**config.mk**
```make
export PLATFORM = sky130hd
export DESIGN_NAME = pipe_hazard_ctrl
export DESIGN_NICKNAME = d
export VERILOG_FILES = /design/src/rtl/rv_pkg.sv /design/src/rtl/hazard_detect.sv /design/src/rtl/pipe_hazard_ctrl.sv
export SDC_FILE = /design/constraint.sdc
export NUM_CORES = 1
export LEC_CHECK = 0
export ABC_AREA = 1
export CAP_MARGIN = 20
export CORE_MARGIN = 5
export CORE_UTILIZATION = 43
export CTS_CLUSTER_SIZE = 12
export DETAILED_ROUTE_END_ITERATION = 8
export GPL_TIMING_DRIVEN = 0
export PLACE_DENSITY = 0.77
export SKIP_CTS_REPAIR_TIMING = 1
export SYNTH_ARGS = -nofsm -noshare
export SYNTH_HDL_FRONTEND = slang
export SYNTH_SLANG_ARGS = --single-unit
```
**constraint.sdc**
```tcl
create_clock -name clk -period 2.3 [get_ports clk]
set_clock_uncertainty 0.1 [all_clocks]
set_input_delay 0.23 -clock clk [delete_from_list [all_inputs] [get_ports clk]]
set_output_delay 0.23 -clock clk [all_outputs]
set_load 0.02 [all_outputs]
```
**src/rtl/rv_pkg.sv**
```systemverilog
// Shared RV32 decode constants, hazard controller state encodings and register-use helpers.
// No timing of its own; constants and pure functions only.
// No flow control.
package rv_pkg;

    localparam logic [6:0] OP_LOAD   = 7'b0000011;
    localparam logic [6:0] OP_STORE  = 7'b0100011;
    localparam logic [6:0] OP_BRANCH = 7'b1100011;
    localparam logic [6:0] OP_R      = 7'b0110011;
    localparam logic [6:0] OP_LUI    = 7'b0110111;
    localparam logic [6:0] OP_AUIPC  = 7'b0010111;
    localparam logic [6:0] OP_JAL    = 7'b1101111;
    localparam logic [6:0] OP_JALR   = 7'b1100111;

    localparam logic [1:0] ST_RUN      = 2'd0;
    localparam logic [1:0] ST_LU       = 2'd1;
    localparam logic [1:0] ST_FLUSH    = 2'd2;
    localparam logic [1:0] ST_MEM_WAIT = 2'd3;

    // The argument is the 7-bit opcode field of the instruction (ir[6:0]).
    // Only U-type and JAL have no rs1 field.
    function automatic logic uses_rs1(input logic [6:0] ir);
        return (ir != OP_LUI) && (ir != OP_AUIPC) && (ir != OP_JAL);
    endfunction

    // Only R, S and B formats read rs2.
    function automatic logic uses_rs2(input logic [6:0] ir);
        return (ir == OP_R) || (ir == OP_STORE) || (ir == OP_BRANCH);
    endfunction

endpackage

```
**src/rtl/hazard_detect.sv**
```systemverilog
// Load-use hazard detector: a load in execute whose rd is read by the instruction in decode.
// Latency: purely combinational, zero cycles.
// Backpressure: none; the result is consumed by the hazard sequencer.
// Ports: id_ir/id_valid (decode instruction), ex_ir/ex_valid (execute output), lu (hazard).
module hazard_detect
    import rv_pkg::*;
(
    input  logic [31:0] id_ir,
    input  logic        id_valid,
    input  logic [31:0] ex_ir,
    input  logic        ex_valid,
    output logic        lu
);

    logic [4:0] ld_rd;
    logic       ex_is_load;
    logic       rs1_hit;
    logic       rs2_hit;
    logic       unused_bits;

    assign ld_rd      = ex_ir[11:7];
    assign ex_is_load = ex_valid && (ex_ir[6:0] == OP_LOAD) && (ld_rd != 5'd0);
    assign rs1_hit    = uses_rs1(id_ir[6:0]) && (id_ir[19:15] == ld_rd);
    assign rs2_hit    = uses_rs2(id_ir[6:0]) && (id_ir[24:20] == ld_rd);
    assign lu         = ex_is_load && id_valid && (rs1_hit || rs2_hit);

    // Immediate/funct fields play no part in the hazard decision.
    assign unused_bits = ^{ex_ir[31:12], id_ir[31:25], id_ir[14:7]};

endmodule

```
**src/rtl/pipe_hazard_ctrl.sv**
```systemverilog
// Pipeline hazard sequencer: load-use bubbles, taken-branch flush, memory-not-ready freeze.
// Latency: control outputs are Mealy (same cycle as inputs); state/counters update on clk rise.
// Backpressure: !mem_ready freezes execute and later (stall) and fetch/decode (hold_id).
// Ports: id_*/ex_* pipeline taps, mem_ready; stall/hold_id/bubble_ex/flush/redirect controls,
//        state_o debug, stall_cnt/flush_cnt saturating performance counters.
module pipe_hazard_ctrl
    import rv_pkg::*;
#(
    parameter int FLUSH_CYCLES = 2,
    parameter int CNT_W        = 16
) (
    input  logic             clk,
    input  logic             rst_n,
    input  logic [31:0]      id_ir,
    input  logic             id_valid,
    input  logic [31:0]      ex_ir,
    input  logic             ex_valid,
    input  logic             ex_taken,
    input  logic             mem_ready,
    output logic             stall,
    output logic             hold_id,
    output logic             bubble_ex,
    output logic             flush,
    output logic             redirect,
    output logic [1:0]       state_o,
    output logic [CNT_W-1:0] stall_cnt,
    output logic [CNT_W-1:0] flush_cnt
);

    // Flush cycles remaining after the redirect cycle itself.
    localparam logic [3:0] FLUSH_INIT = 4'(FLUSH_CYCLES - 1);

    logic [1:0]       state_q, state_d;
    logic             pend_q, pend_d;
    logic [3:0]       fcnt_q, fcnt_d;
    logic [CNT_W-1:0] stall_cnt_q, flush_cnt_q;
    logic             lu;
    logic             s_c, h_c, b_c, f_c, r_c;
    logic             take_redir;

    hazard_detect u_hazard_detect (
        .id_ir    (id_ir),
        .id_valid (id_valid),
        .ex_ir    (ex_ir),
        .ex_valid (ex_valid),
        .lu       (lu)
    );

    always_comb begin
        state_d    = state_q;
        pend_d     = pend_q;
        fcnt_d     = fcnt_q;
        s_c        = 1'b0;
        h_c        = 1'b0;
        b_c        = 1'b0;
        f_c        = 1'b0;
        r_c        = 1'b0;
        take_redir = 1'b0;
        case (state_q)
            ST_RUN: begin
                if (!mem_ready) begin
                    s_c     = 1'b1;
                    h_c     = 1'b1;
                    state_d = ST_MEM_WAIT;
                    pend_d  = ex_valid & ex_taken;
                end else if (ex_valid && ex_taken) begin
                    // A coincident load-use is dropped: decode is being flushed.
                    take_redir = 1'b1;
                end else if (lu) begin
                    h_c     = 1'b1;
                    b_c     = 1'b1;
                    state_d = ST_LU;
                end
            end
            ST_LU: begin
                // ex_ir still shows the load while execute carries the bubble,
                // so hazard detection must not fire again here.
                if (!mem_ready) begin
                    s_c     = 1'b1;
                    h_c     = 1'b1;
                    state_d = ST_MEM_WAIT;
                    pend_d  = 1'b0;
                end else begin
                    state_d = ST_RUN;
                end
            end
            ST_FLUSH: begin
                f_c = 1'b1;
                if (!mem_ready) begin
                    s_c = 1'b1;
                    h_c = 1'b1;
                end else if (fcnt_q <= 4'd1) begin
                    fcnt_d  = 4'd0;
                    state_d = ST_RUN;
                end else begin
                    fcnt_d = fcnt_q - 4'd1;
                end
            end
            ST_MEM_WAIT: begin
                if (!mem_ready) begin
                    s_c    = 1'b1;
                    h_c    = 1'b1;
                    pend_d = pend_q | ex_taken;
                end else if (pend_q) begin
                    pend_d     = 1'b0;
                    take_redir = 1'b1;
                end else begin
                    state_d = ST_RUN;
                end
            end
            default: state_d = ST_RUN;
        endcase

        if (take_redir) begin
            r_c     = 1'b1;
            f_c     = 1'b1;
            fcnt_d  = FLUSH_INIT;
            state_d = (FLUSH_CYCLES == 1) ? ST_RUN : ST_FLUSH;
        end
    end

    always_ff @(posedge clk or negedge rst_n) begin
        if (!rst_n) begin
            state_q     <= ST_RUN;
            pend_q      <= 1'b0;
            fcnt_q      <= 4'd0;
            stall_cnt_q <= '0;
            flush_cnt_q <= '0;
        end else begin
            state_q <= state_d;
            pend_q  <= pend_d;
            fcnt_q  <= fcnt_d;
            if ((s_c || h_c) && (stall_cnt_q != '1)) begin
                stall_cnt_q <= stall_cnt_q + CNT_W'(1);
            end
            if (r_c && (flush_cnt_q != '1)) begin
                flush_cnt_q <= flush_cnt_q + CNT_W'(1);
            end
        end
    end

    // Inputs can be live during reset; keep the pipe controls quiet then.
    assign stall     = rst_n & s_c;
    assign hold_id   = rst_n & h_c;
    assign bubble_ex = rst_n & b_c;
    assign flush     = rst_n & f_c;
    assign redirect  = rst_n & r_c;
    assign state_o   = state_q;
    assign stall_cnt = stall_cnt_q;
    assign flush_cnt = flush_cnt_q;

endmodule

```
### Word level (Yosys, flattened, before mapping)

Index checks and enable logic that the tools add are counted.

* bitwise gates (word level): 7
* $add $sub $neg: 3
* multiplexer cells: 34
* reduce and logical (&&, ||, !) cells: 25
* $lt $le $gt $ge: 1
* eq/ne operators: 22

Operator list (count)
* adder 16 x 1 -> 16 bit, second input constant: 2
* != test 16 bit, second input constant: 2
* 2-to-1 mux 2 bit: 9
* 2-to-1 mux 1 bit: 17
* 2-to-1 mux 4 bit: 4
* equality test 7 x 6 -> 1 bit, second input constant: 2
* != test 3 bit, second input constant: 4
* logical AND 1 bit: 11
* equality test 5 bit: 2
* != test 4 bit, second input constant: 2
* case mux 2 bit (4 select lines): 1
* equality test 7 x 2 -> 1 bit, second input constant: 1
* equality test 7 bit, second input constant: 1
* != test 7 x 5 -> 1 bit, second input constant: 1
* != test 7 x 6 -> 1 bit, second input constant: 1
* != test 7 bit, second input constant: 1
* bitwise AND 1 bit: 6
* AND reduction 6 bit: 1
* nonzero test 5 bit: 1
* equality test 2 bit, second input constant: 2
* less-or-equal comparator 4 x 1 -> 1 bit, second input constant: 1
* logical OR 1 bit: 4
* != test 2 bit, second input constant: 2
* case mux 1 bit (2 select lines): 2
* other kinds (11): 12

* input bits: 70
* bits in registers: 39
* output and inout port bits: 39
* logic and storage cells: 97

### Depth between registers and ports, before layout

Gate-level depths: netlist of run 1.

* depth after elaboration: 12
* depth in mapped cells: 15
* depth with buffers taken out: 15

### Cells and area by module

Synthesis of run 1 repeated with hierarchy kept, for this count alone.

* cells, all modules: 429
* area total of the unflattened synthesis: 2826.5 µm²

By module, submodules not included
* pipe_hazard_ctrl: area each 2528.7 µm², cells each 355, sequential area each 975.9 µm², times used 1
* hazard_detect: area each 297.8 µm², cells each 74, sequential area each 0.0 µm², times used 1

### Least setup slack after synthesis of run 1

Ideal clock, no wire load.

* path type: register to register
* start: register state_q[0] (netlist: state_o[0])
* end: register state_q[1] (netlist: state_o[1])
* path buffers: 0
* setup time: 0.118 ns
* clock period less this slack: 2.066 ns
* data required time: 2.082 ns
* stages on the path, launching flop included: 11
* arrival: 1.848 ns
* slack: 0.234 ns
* cells stage by stage: dfrtp_1 -> inv_1 -> ha_1 -> nor3_4 -> inv_1 -> nand2_1 -> inv_1 -> o22ai_1 -> nand2_1 -> nand2_1 -> nand2_1

* cells in the longest elaborated chain, start to end: 4
* elaborated cells between the ends (all ways): 14
* those cells by class: eq/ne (9); mux (3); reduce/logical (2)

RTL lines
* start, declared: RTL line pipe_hazard_ctrl.sv:33 `logic [1:0] state_q, state_d;`
* start signal, assigned: RTL line pipe_hazard_ctrl.sv:130 `state_q <= state_d;`
* equality test 2 bit / zero test 2 bit (equally long branches): RTL line pipe_hazard_ctrl.sv:59 `case (state_q)`
* case mux 1 bit (2 select lines): RTL line pipe_hazard_ctrl.sv:59
* != test 4 bit (no source line) / != test 3 bit (equally long branches)
* AND reduction 6 bit (no source line)

Several ways; a longest one is shown, not always the timed one.
A chain may end at the register's enable or synchronous reset.

### Worst setup path in the final report of run 1

* start: input port ex_ir[9]
* end: output port hold_id

* cells in the longest elaborated chain, start to end: 9
* elaborated cells between the ends (all ways): 14
* those cells by class: eq/ne (2); mux (4); bitwise (1); reduce/logical (7)

RTL lines
* start, declared: RTL line pipe_hazard_ctrl.sv:16 `input logic [31:0] ex_ir,`
* equality test 5 bit (tied with other cells): RTL line hazard_detect.sv:23 `assign rs1_hit = uses_rs1(id_ir[6:0]) && (id_ir[19:15] == ld_rd);`
* logical AND 1 bit (on tied branches): RTL line hazard_detect.sv:23, hazard_detect.sv:22, hazard_detect.sv:24
* logical OR 1 bit / logical AND 1 bit (equally long branches): RTL line hazard_detect.sv:25 `assign lu = ex_is_load && id_valid && (rs1_hit || rs2_hit);`
* logical AND 1 bit (*): RTL line hazard_detect.sv:25
* 2-to-1 mux 1 bit (*): RTL line pipe_hazard_ctrl.sv:69 `end else if (lu) begin`
* 2-to-1 mux 1 bit (*): RTL line pipe_hazard_ctrl.sv:66 `end else if (ex_valid && ex_taken) begin`
* 2-to-1 mux 1 bit (*): RTL line pipe_hazard_ctrl.sv:61 `if (!mem_ready) begin`
* case mux 1 bit (2 select lines) (*): RTL line pipe_hazard_ctrl.sv:59
* bitwise AND 1 bit (*): RTL line pipe_hazard_ctrl.sv:144 `assign hold_id = rst_n & h_c;`
* end, declared: RTL line pipe_hazard_ctrl.sv:21 `output logic hold_id,`

Mark *: on every way between the ends. The rest lies on a longest branch, timed or not.

==> results_dict.tcl, run 1 <==
set metrics [dict create \
    cp_common_cell "nand2_1" \
    rrSetupSlack_ps 180 \
    hold_viol_final 0 \
    r2r_cells 10 \
    crit_path_end_kind "output port" \
    fin_crit_sh_pct 104 \
    preCtsSetupSlack_ps -736 \
    hold_end "fcnt_q[1]" \
    grt.busiest_layer "met2" \
    irDropWorstVdd_mv 0.744 \
    first_pass_iters 4 \
    gr-usage-met1_pct 20.2 \
    seqCellArea_um2 977 \
    numCtsBuffers 5 \
    dpl.hpwl_um 4780 \
    gp_congestion 0.860 \
    layout-drive-gt1-share_pct 9.24 \
    worstMarginPinSlew_ps 871 \
    fin_nets 500 \
    initial_core_util_pct 43.7 \
    grt_pass1_vias 2406 \
    cts_buffer_depth 2 \
    crit_fanout 10 \
    grt-ovfl-total 0 \
    antenna_found_initial 0 \
    wire_per_inst_um 12.3 \
    r2r-end "flush_cnt[15]" \
    syn2layout_area_growth_pct 40.7 \
    fin_crit_ps 2380 \
    cts.reportedPaths.clkPinSlew_ps 70 \
    outcome "finished with violations" \
    insertion_delay_ps 290 \
    violations "setup timing" \
    critPathKind "input pin to output port" \
    met3_usage_pct 3.12 \
    drt_wl_total_um 6130 \
    slew_violations 0 \
    ys_warn_count 0 \
    postLayoutCoreUtil_pct 61.4 \
    hold_class "input pin to flip-flop" \
    grt_max_degree 22 \
    rsz0062_at_grt "yes" \
    worstPathRequired_ps 1970 \
    final_common_cell "nand2_1" \
    regToRegStartpoint "state_o[0]" \
    io_pins 109 \
    leakage_nw 1.78 \
    grt_pass1_wl_um 10500 \
    die_area_mm2 0.00758 \
    gr-usage-met2_pct 31.4 \
    hold_start "mem_ready" \
    postSynthCellCount 334 \
    critPathLaunchType "input pin" \
    cp_slowest_cell "clkdlybuf4s50_1" \
    diodes 0 \
    cts_tree "yes" \
    worstPathArrival_ps 2050 \
    slew_headroom_pct 41.7 \
    max_stage_delay_ps 550 \
    crit_start "ex_ir[9]" \
    portBuffers 72 \
    synth_seq_cells 39 \
    drtIter0Drc 77 \
    setup_viol 1 \
    vias 2390 \
    cp_cell_sequence "clkdlybuf4s50_1 > xnor2_1 > nand2_1 > nor2_1 > nand2_1 > nand2_1 > nand2_2 > o21ai_4 > buf_6 > inv_1 > nor2_2 > buf_4" \
    fmax_mhz 420 \
    fin_total_pwr_w 0.00268 \
    fillers 513 \
    die_h_um 87.1 \
    antenna_left 0 \
    clock-sinks 39 \
    cts-root-buf "clkbuf_8" \
    htreeDepth 2 \
    multi_input_area_mm2 0.00141 \
    synth_nets 413 \
    min_path_cells 3 \
    p_per_area_mw_per_mm2 745 \
    drv_cap 0 \
    final_cell_mix "nand2_1, clkdlybuf4s50_1, dfrtp_1" \
    syn_area_per_cell_um2 7.65 \
    setup_ws_ps -81.2 \
    track_usage_pct 16.9 \
    die_x_um 87.1 \
    yosysSeqAreaShare_pct 38.2 \
    row_count 28 \
    coreArea_mm2 0.00585 \
    drc_errors 0 \
    synth_area_mm2 0.00255 \
    synth.distinct_cells 33 \
    vias_per_cell 4.81 \
]
## synth_stat cells
| cell type | count | share of area, % |
|---|---|---|
| inv_2 | 1 | 0.15 |
| nor4_1 | 3 | 0.73 |
| inv_1 | 33 | 4.8 |
| buf_2 | 2 | 0.39 |
| nor2_1 | 31 | 4.6 |
| nor2_4 | 2 | 0.88 |
| xnor2_1 | 19 | 6.5 |
| nand2_2 | 3 | 0.73 |
| nand2_1 | 106 | 16 |
| nor3_2 | 2 | 0.78 |
| ha_1 | 9 | 4.4 |
| o21a_1 | 1 | 0.29 |
| o21ai_0 | 6 | 1.2 |
| a31oi_1 | 2 | 0.49 |
| o22ai_1 | 1 | 0.25 |
| nand4_2 | 1 | 0.49 |
| o21ai_2 | 1 | 0.34 |
| o31ai_1 | 1 | 0.29 |
| nand3b_1 | 1 | 0.29 |
| nor3_1 | 7 | 1.4 |
| nand4_1 | 4 | 0.98 |
| o21ai_1 | 1 | 0.20 |
| buf_4 | 1 | 0.29 |
| buf_6 | 2 | 0.88 |
| nor3_4 | 1 | 0.64 |
| o21ai_4 | 1 | 0.64 |
| nor2_2 | 2 | 0.49 |
| o211ai_1 | 1 | 0.29 |
| dfrtp_1 | 39 | 38 |
| nand3_1 | 30 | 5.9 |
| nand2_4 | 2 | 0.88 |
| nor3b_1 | 2 | 0.59 |
| xor2_1 | 16 | 5.5 |
## flip-flops by register name, summed over array words and instances (netlist names)
register / flops
state_o: 2
pend_q: 1
flush_cnt: 16
stall_cnt: 16
fcnt_q: 4
## layout make-up
type / instances / share of cell area [%]
Clock inverter: 2 / 1.67
Timing Repair Buffer: 80 / 22.4
Buffer: 5 / 1.22
Sequential cell: 39 / 27.2
Inverter: 34 / 3.55
Tap cell: 75 / 2.61
Clock buffer: 6 / 2.02
Multi-Input combinational cell: 256 / 39.3
## worst max-delay path by stage
stage | to | slack [ps]
floorplan | state_o[1] | 230
CTS | hold_id | -750
global route | hold_id | -250
finish | hold_id | -80
detailed placement | hold_id | -740
global placement | bubble_ex | -1310
## report_power, final
| group | internal [W] | switching, W | leakage (nW) |
|---|---|---|---|
| Clock | 0.000434 | 0.000250 | 0.0654 |
| Sequential | 0.000817 | 0.000145 | 0.508 |
| Combinational | 0.000475 | 0.000558 | 1.20 |
| Total | 0.00173 | 0.000953 | 1.78 |
## kinds of logic (layout without fill, tap and decap cells)
kind of cell / Yosys count / count (layout) / share of synthesized area [%]
XOR/XNOR: 35 / 35 / 12.0
flip-flops: 39 / 39 / 38.2
adder cells (fa/ha/maj): 9 / 9 / 4.41
buffers and inverters: 39 / 127 / 6.56
AO/OA/AOI/OAI: 15 / 15 / 3.97
AND/OR/NAND/NOR: 197 / 197 / 34.9
## layer usage
metal | share of wire (%) | vias up
li1 | - | 1231
met1 | 43 | 1108
met2 | 52 | 46
met3 | 3.6 | 5
met4 | 0.56 | 0
met5 | 0 | -
## stage by stage
stage | setup TNS, ps | std cells | cell area (µm²) | hold WS (ps)
after detailed placement | -1050 | 482 | 3390 | 144
after floorplan | 0 | 334 | 2550 | -166
after CTS | -1610 | 490 | 3520 | -177
final | -81.2 | 497 | 3590 | 195
after global placement | -11940 | 481 | 3370 | 369
after global routing | -249 | 497 | 3590 | 212
## worst max-delay path: cells and delay by family
| family | cells | cell delay (ps) |
|---|---|---|
| simple gates | 6 | 510 |
| xor+xnor | 1 | 140 |
| buf+inv | 4 | 930 |
| compound gates | 1 | 240 |
Note: power is estimated with default switching activity, not from simulation.
==> run 2, diff against run 1 <==
--- a/config.mk
+++ b/config.mk
@@ -14,6 +14,7 @@
 export GPL_TIMING_DRIVEN = 0
 export PLACE_DENSITY = 0.77
 export SKIP_CTS_REPAIR_TIMING = 1
+export SLEW_MARGIN = 15
 export SYNTH_ARGS = -nofsm -noshare
 export SYNTH_HDL_FRONTEND = slang
 export SYNTH_SLANG_ARGS = --single-unit
==> results of run 2 <==
No change in the layout: final DEF, timing and power equal those of run 1.
==> run 3, diff against run 2 <==
--- a/config.mk
+++ b/config.mk
@@ -14,7 +14,7 @@
 export GPL_TIMING_DRIVEN = 0
 export PLACE_DENSITY = 0.77
 export SKIP_CTS_REPAIR_TIMING = 1
-export SLEW_MARGIN = 15
 export SYNTH_ARGS = -nofsm -noshare
 export SYNTH_HDL_FRONTEND = slang
 export SYNTH_SLANG_ARGS = --single-unit
+export TNS_END_PERCENT = 5
==> results_dict.tcl, run 3 (synthesis results as in run 1) <==
set metrics [dict create \
    gp_congestion 0.860 \
    drc_errors 0 \
    highest_layer "met4" \
    p_int_w 0.00172 \
    crit_path_end_kind "output port" \
    fin_tns_setup_ps -137 \
    die_area_mm2 0.00758 \
    slew_headroom_pct 41.5 \
    cts-root-buf "clkbuf_8" \
    worstPathRequired_ps 1970 \
    clock-sinks 39 \
    crit_fanout 10 \
    preCtsSetupSlack_ps -736 \
    antenna_found_initial 0 \
    wire_per_inst_um 12.3 \
    grt_pass1_wl_um 10500 \
    critPathKind "input pin to output port" \
    leakage_nw 1.74 \
    final_common_cell "nand2_1" \
    violations "setup timing" \
    critPathLaunchType "input pin" \
    worstPathArrival_ps 2110 \
    hold_class "input pin to flip-flop" \
    vias 2386 \
    portBuffers 72 \
    fmax_mhz 410 \
    cts_buffer_depth 2 \
    htreeDepth 2 \
    wl_met2_um 3210 \
    setup_viol 1 \
    dpl.hpwl_um 4780 \
    cts.reportedPaths.clkPinSlew_ps 70 \
    coreArea_mm2 0.00585 \
    drv_cap 0 \
    first_pass_iters 4 \
    diodes 0 \
    final_cell_mix "nand2_1, clkdlybuf4s50_1, dfrtp_1" \
    p_sw_share_pct 35.5 \
    outcome "finished with violations" \
    numCtsBuffers 5 \
    fin_crit_ps 2440 \
    seqPwrFrac_pct 36.1 \
    irDropWorstVdd_mv 0.743 \
    drt_wl_total_um 6090 \
    fin_nets 499 \
    setup_ws_ps -137 \
    cts_tree "yes" \
    rsz0062_at_grt "yes" \
    row_count 28 \
    p_sw_w 0.000949 \
    syn2layout_area_growth_pct 40.0 \
    insertion_delay_ps 290 \
    drtIter0Drc 87 \
    die_h_um 87.1 \
    antenna_left 0 \
    grt_max_degree 22 \
    grt-ovfl-total 0 \
    vias_per_cell 4.81 \
    worstMarginPinSlew_ps 875 \
    met1_length_um 2570 \
    p_per_area_mw_per_mm2 747 \
    postLayoutCoreUtil_pct 61.1 \
    grt_pass1_vias 2406 \
    track_usage_pct 16.9 \
    pwr-share-comb_pct 38.4 \
    fin_crit_sh_pct 106 \
    hold_viol_final 0 \
    dr_wl_met3_um 266 \
    initial_core_util_pct 43.7 \
    fillers 515 \
    die_x_um 87.1 \
    layout-drive-gt1-share_pct 9.03 \
    clkPwrFrac_pct 25.6 \
    io_pins 109 \
    slew_violations 0 \
]
## run 3: per-layer routing
layer	track usage [%]	up-vias
li1	-	1228
met1	20.2	1103
met2	31.4	50
met3	3.12	5
met4	3.40	0
met5	0	-
## run 3: path summary, 6_finish.rpt
kind | start | end | cells after the start | slack [ps]
min | mem_ready | fcnt_q[1] | 3 | 190
max | ex_ir[9] | hold_id | 12 | -140
min reg2reg | fcnt_q[1] | fcnt_q[1] | 2 | 390
max in group asynchronous | rst_n | state_o[1] | 3 | 340
max reg2reg | state_o[0] | state_o[1] | 10 | 190
min in group asynchronous | rst_n | flush_cnt[8] | 3 | 400
## run 3: power by group through the flow
stage                     Sequential [W]  Clock, W  Combinational [W]
after CTS                       0.000962  0.000694            0.00103
after detailed placement        0.000972         0            0.00103
final                           0.000964  0.000683            0.00103
after global placement          0.000964         0           0.000994
after global routing            0.000993  0.000728            0.00116
after floorplan                  0.00105         0           0.000550
## run 3: final cells by class
type                       count  area [µm²]  area share, %
clock inverter                 2        60.1           1.68
timing repair buffer          79         788           22.0
buffer                         5        43.8           1.22
sequential                    39         978           27.4
inverter                      34         128           3.57
tap                           75        93.8           2.62
clock buffer                   6        72.6           2.03
multi-input combinational    256        1410           39.5
## run 3: worst max-delay path, stage by stage
cell and delay, ps:
clkdlybuf4s50_1 540, xnor2_1 130, nand2_1 60, nor2_1 110
nand2_1 60, nand2_1 90, nand2_2 80, o21ai_4 240
buf_6 170, inv_1 40, nor2_1 130, buf_2 200
## run 3: through the flow
stage                     cells  hold slack (ps)  total power, W  cell area, µm²
after floorplan             334             -166         0.00160            2550
after global placement      481              369         0.00196            3370
after detailed placement    482              144         0.00200            3390
after CTS                   490             -177         0.00269            3520
after global routing        496              212         0.00288            3580
final                       496              194         0.00267            3580
